**config.mk**
```make
export PLATFORM = sky130hd
export DESIGN_NAME = transmitting
export DESIGN_NICKNAME = d
export VERILOG_FILES = /design/src/rtl/transmitting.sv
export SDC_FILE = /design/constraint.sdc
export NUM_CORES = 1
export LEC_CHECK = 0
export BUFFER_PORTS_ARGS = -buffer_cell sky130_fd_sc_hd__buf_2
export CAP_MARGIN = 25
export CELL_PAD_IN_SITES_DETAIL_PLACEMENT = 0
export CELL_PAD_IN_SITES_GLOBAL_PLACEMENT = 1
export CORE_MARGIN = 2
export CORE_UTILIZATION = 45
export CTS_CLUSTER_SIZE = 8
export DETAILED_ROUTE_END_ITERATION = 12
export GPL_TIMING_DRIVEN = 0
export PLACE_DENSITY = 0.75
export SLEW_MARGIN = 0
export SYNTH_ARGS = -nofsm -noshare
export SYNTH_HDL_FRONTEND = slang
export SYNTH_SLANG_ARGS = --single-unit
```
**constraint.sdc**
```tcl
create_clock -name clk -period 4.97 [get_ports clk]
set_clock_uncertainty 0.15 [all_clocks]
set_input_delay 0.7455 -clock clk [delete_from_list [all_inputs] [get_ports clk]]
set_output_delay 0.7455 -clock clk [all_outputs]
set_load 0.01 [all_outputs]
```
**src/rtl/transmitting.sv**
```systemverilog
// Serial transmitter: start bit, DATA_BITS data bits LSB first, even parity, stop bit.
// A one-entry holding register lets the next character launch with no idle gap.
module transmitting #(
    parameter int unsigned CLKS_PER_BIT = 16,
    parameter int unsigned DATA_BITS    = 7
) (
    input  logic                 clk,
    input  logic                 reset,
    input  logic [DATA_BITS-1:0] data_in,
    input  logic                 load,
    output logic                 ready,
    output logic                 busy,
    output logic                 data_out,
    output logic                 charSent
);

    localparam int unsigned FRAME_W = DATA_BITS + 3;
    localparam int unsigned SHIFT_W = FRAME_W - 1;
    localparam int unsigned CNT_W   = (CLKS_PER_BIT > 1) ? $clog2(CLKS_PER_BIT) : 1;
    localparam int unsigned BIT_W   = $clog2(DATA_BITS + 1);

    localparam logic [CNT_W-1:0] CNT_LAST = CNT_W'(CLKS_PER_BIT - 1);
    localparam logic [BIT_W-1:0] BIT_LAST = BIT_W'(DATA_BITS - 1);

    localparam logic [2:0] ST_IDLE   = 3'd0;
    localparam logic [2:0] ST_START  = 3'd1;
    localparam logic [2:0] ST_DATA   = 3'd2;
    localparam logic [2:0] ST_PARITY = 3'd3;
    localparam logic [2:0] ST_STOP   = 3'd4;

    logic [2:0]           state_q,    state_d;
    logic [CNT_W-1:0]     cnt_q,      cnt_d;
    logic [BIT_W-1:0]     bit_q,      bit_d;
    logic [SHIFT_W-1:0]   shift_q,    shift_d;
    logic [DATA_BITS-1:0] hold_q,     hold_d;
    logic                 hold_vld_q, hold_vld_d;
    logic                 ready_q,    ready_d;
    logic                 busy_q,     busy_d;
    logic                 data_out_q, data_out_d;
    logic                 charsent_q, charsent_d;

    logic                 accept_c;
    logic                 bit_end_c;
    logic [DATA_BITS-1:0] launch_data_c;
    logic [FRAME_W-1:0]   launch_frame_c;

    assign accept_c       = load && ready_q;
    assign bit_end_c      = (cnt_q == CNT_LAST);
    assign launch_data_c  = hold_vld_q ? hold_q : data_in;
    assign launch_frame_c = {1'b1, ^launch_data_c, launch_data_c, 1'b0};

    // State register; reset forces the line idle at once and drops any queued character.
    always_ff @(posedge clk or posedge reset) begin
        if (reset) begin
            state_q    <= ST_IDLE;
            cnt_q      <= '0;
            bit_q      <= '0;
            shift_q    <= '0;
            hold_q     <= '0;
            hold_vld_q <= 1'b0;
            ready_q    <= 1'b1;
            busy_q     <= 1'b0;
            data_out_q <= 1'b1;
            charsent_q <= 1'b0;
        end else begin
            state_q    <= state_d;
            cnt_q      <= cnt_d;
            bit_q      <= bit_d;
            shift_q    <= shift_d;
            hold_q     <= hold_d;
            hold_vld_q <= hold_vld_d;
            ready_q    <= ready_d;
            busy_q     <= busy_d;
            data_out_q <= data_out_d;
            charsent_q <= charsent_d;
        end
    end

    // Next-state and output logic; data_out_d always carries the bit for the coming period.
    always_comb begin
        state_d    = state_q;
        cnt_d      = cnt_q;
        bit_d      = bit_q;
        shift_d    = shift_q;
        hold_d     = hold_q;
        hold_vld_d = hold_vld_q;
        busy_d     = busy_q;
        data_out_d = data_out_q;
        charsent_d = 1'b0;

        if (state_q != ST_IDLE) begin
            cnt_d = bit_end_c ? '0 : cnt_q + CNT_W'(1);
        end

        case (state_q)
            ST_IDLE: begin
                data_out_d = 1'b1;
                busy_d     = 1'b0;
                cnt_d      = '0;
                bit_d      = '0;
                if (accept_c) begin
                    state_d    = ST_START;
                    shift_d    = launch_frame_c[FRAME_W-1:1];
                    data_out_d = launch_frame_c[0];
                    busy_d     = 1'b1;
                end
            end
            ST_START: begin
                if (bit_end_c) begin
                    state_d    = ST_DATA;
                    bit_d      = '0;
                    data_out_d = shift_q[0];
                    shift_d    = {1'b0, shift_q[SHIFT_W-1:1]};
                end
            end
            ST_DATA: begin
                if (bit_end_c) begin
                    data_out_d = shift_q[0];
                    shift_d    = {1'b0, shift_q[SHIFT_W-1:1]};
                    if (bit_q == BIT_LAST) begin
                        state_d = ST_PARITY;
                        bit_d   = '0;
                    end else begin
                        bit_d = bit_q + BIT_W'(1);
                    end
                end
            end
            ST_PARITY: begin
                if (bit_end_c) begin
                    state_d    = ST_STOP;
                    data_out_d = shift_q[0];
                    shift_d    = {1'b0, shift_q[SHIFT_W-1:1]};
                end
            end
            ST_STOP: begin
                if (bit_end_c) begin
                    charsent_d = 1'b1;
                    // Launch straight from holding (or a load landing right now) to avoid a gap.
                    if (hold_vld_q || accept_c) begin
                        state_d    = ST_START;
                        shift_d    = launch_frame_c[FRAME_W-1:1];
                        data_out_d = launch_frame_c[0];
                        hold_vld_d = 1'b0;
                    end else begin
                        state_d    = ST_IDLE;
                        data_out_d = 1'b1;
                        busy_d     = 1'b0;
                    end
                end
            end
            default: begin
                state_d    = ST_IDLE;
                data_out_d = 1'b1;
                busy_d     = 1'b0;
            end
        endcase

        if (accept_c && (state_q != ST_IDLE) && !((state_q == ST_STOP) && bit_end_c)) begin
            hold_d     = data_in;
            hold_vld_d = 1'b1;
        end

        ready_d = !hold_vld_d;
    end

    assign ready    = ready_q;
    assign busy     = busy_q;
    assign data_out = data_out_q;
    assign charSent = charsent_q;

endmodule

```
==> results.cfg <==
[status]
status = completed

[floorplanning]
die_x_um = 64.7
fp-row-count = 22
core_area_sq_mm = 0.00361
die_h_um = 64.7
io_pins = 14
die-area_sq_mm = 0.00419
initial_utilization_pct = 46.0

[timing]
setup_viol = 0
rsz0062_at_grt = no
timing.final.crit_share_pct = 47.3
hold_viol = 0
worst_slew_pin_slew_ns = 0.769
fin_crit_ns = 2.35
relSlewSlack_pct = 48.7
fmax_mhz = 425
tns_ns = 0
finalMaxSlewViolations = 0

[finish]
nFillCells = 327
drive_above_1_share_pct = 26.7
area_growth_pct = 13.7
antenna_cells = 0
fin_cells = 220
final_nets = 183

[clocking]
htreeDepth = 2
postCtsHoldBufs = 0
cts_buffers = 5
clk_transition_reported_paths_ns = 0.06
clk_path_buf_depth = 2
clockRootBuffer = clkbuf_8
ctsResizeCount = 0
clkLatencyLatePin_ns = 0.29
cts_tree = built
numClockSinks = 31
postCtsSetupBuffers = 0

[yosys]
synthMuxAreaShare_pct = 15.0
synthCells = 151
yosysWarnings = 0
synthArstFlopShare_pct = 100
yosys_register_bits = 31
synth_edf_count = 0
avgSynthCellArea_sq_um = 11.0
synth.yosys.seq_area_share_pct = 46.9
synth_area_sq_mm = 0.00166
syn_nets = 162
synth_ff_type = dfrtp_1
synth_fa_ha_area_share_pct = 0.754
synth_top_family_by_area = compound AO/OA/AOI/OAI gates
synth_cell_types = 44
synth_compound_area_share_pct = 15.8
synth-xor-area-share_pct = 5.35
synthSimpleGateAreaFrac_pct = 11.8

[global_route]
grt_max_degree = 20
grt_pass1_vias = 1179
grt.total_usage_pct = 17.9
antenna_found_initial = 0
grt_overflow = 0
grt_pass1_wl_um = 5580

[pwr]
leakage_nw = 0.891
cellPowerDensity_mw_per_mm2 = 585
power_mw = 1.10
ir_worst_vdd_v = 0.000277

[worst_setup_path]
crit_path_end_kind = register
critical_path_class = reg2reg
crit_fanout = 7
critPathRequiredTime_ns = 4.99
critPathLaunchType = register
cp.arrival_ns = 2.37

[run]
cap_violations = 0

[routing]
post_drt_wl_per_cell_um = 14.3
drc = 0
num_vias = 1209
post_drt_via_cell_ratio = 5.50
dr.pass1.iters = 4
ant_nets = 0
drt_iter0_drc = 72
totalWireLength_um = 3150

[placed_design]
dp_hpwl_um = 2370
dp.cells = 213
place_congestion = 0.793
port-buffer-count = 13

[hold_path]
hold_path_class = reg2reg
per-stage QoR:
stage          hold slack, ns  cell area [sq um]  utilization (%)  setup slack [ns]
5_1_grt                 0.372               1890             52.4              2.47
6_report                0.359               1890             52.4              2.62
2_1_floorplan           0.318               1660                -              2.92
4_1_cts                 0.362               1890             52.4              2.61
3_3_place_gp            0.338               1790             49.5              2.66
3_5_place_dp            0.348               1800             49.9              2.61
per-layer routing:
layer,wire (um),vias up,GRT usage (%)
met5,0,-,0
met4,67,0,9.31
met3,129,8,5.03
met2,1490,21,26.8
met1,1460,591,23.6
li1,-,589,-
area by class of cell:
cell class	instances	area (sq um)	area share, %
plain buffers	9	58.8	3.11
clock buffers	6	82.6	4.37
clock inverters	1	5.00	0.265
inverters	4	15.0	0.795
multi-input cells	107	808	42.8
flip-flops and latches	31	778	41.2
well taps	48	60.1	3.18
repair buffers	14	80.1	4.24
placed cells by master (no fill, tap or decap), drive strengths merged, types with 3 or more instances in the layout:
master / count
o21ai: 7
nor2: 13
inv: 4
mux2: 13
o31ai: 4
dfrtp: 29
nand2: 9
buf: 19
clkbuf: 10
xnor2: 3
nand3: 4
mux2i: 8
nor3: 3
a21oi: 11
final timing paths:
check	start	end	slack (ns)	depth (start not counted)
setup / recovery	cnt_q[0]	hold_q[1]	2.62	5
setup reg to reg	cnt_q[0]	hold_q[1]	2.62	5
hold reg to reg	cnt_q[0]	cnt_q[0]	0.36	1
max in group asynchronous	reset	data_out	3.60	3
hold / removal	cnt_q[0]	cnt_q[0]	0.36	1
min in group asynchronous	reset	state_q[0]	0.44	2
registers in the layout (all words and copies together), names as in the netlist:
| signal | count |
|---|---|
| ready | 1 |
| hold_q | 7 |
| hold_vld_q | 1 |
| bit_q | 3 |
| state_q | 3 |
| data_out | 1 |
| busy | 1 |
| shift_q | 9 |
| cnt_q | 4 |
| charSent | 1 |
synthesized netlist by cell type, types with 4 or more instances:
cell type | n | area [sq um]
dfrtp_1 | 29 | 726
nor2_1 | 13 | 48.8
a21oi_1 | 11 | 55.1
nand2_1 | 9 | 33.8
mux2i_1 | 8 | 80.1
mux2_2 | 7 | 78.8
mux2_4 | 6 | 90.1
o21ai_0 | 6 | 30.0
clkbuf_1 | 4 | 15.0
inv_1 | 4 | 15.0
nand3_1 | 4 | 20.0
o31ai_1 | 4 | 30.0
worst max-delay path, stage by stage (launching register included):
cell     delay (ns)
dfrtp_1        0.41
ha_1           0.26
nand3_1        0.26
nand2_1        0.12
a21oi_1        0.61
mux2_2         0.41
cell families after synthesis:
| group | Yosys count |
|---|---|
| compound gates | 40 |
| mux | 21 |
| flops | 31 |
| buf+inv | 13 |
| fa+ha+maj | 1 |
| xor+xnor | 7 |
| simple gates | 38 |
where the power goes:
group          switching, mW  internal, mW
registers             0.0655         0.352
logic                  0.219         0.266
clock network         0.0930         0.108
total                  0.377         0.727
No activity file was read; power rests on OpenSTA's default activity.
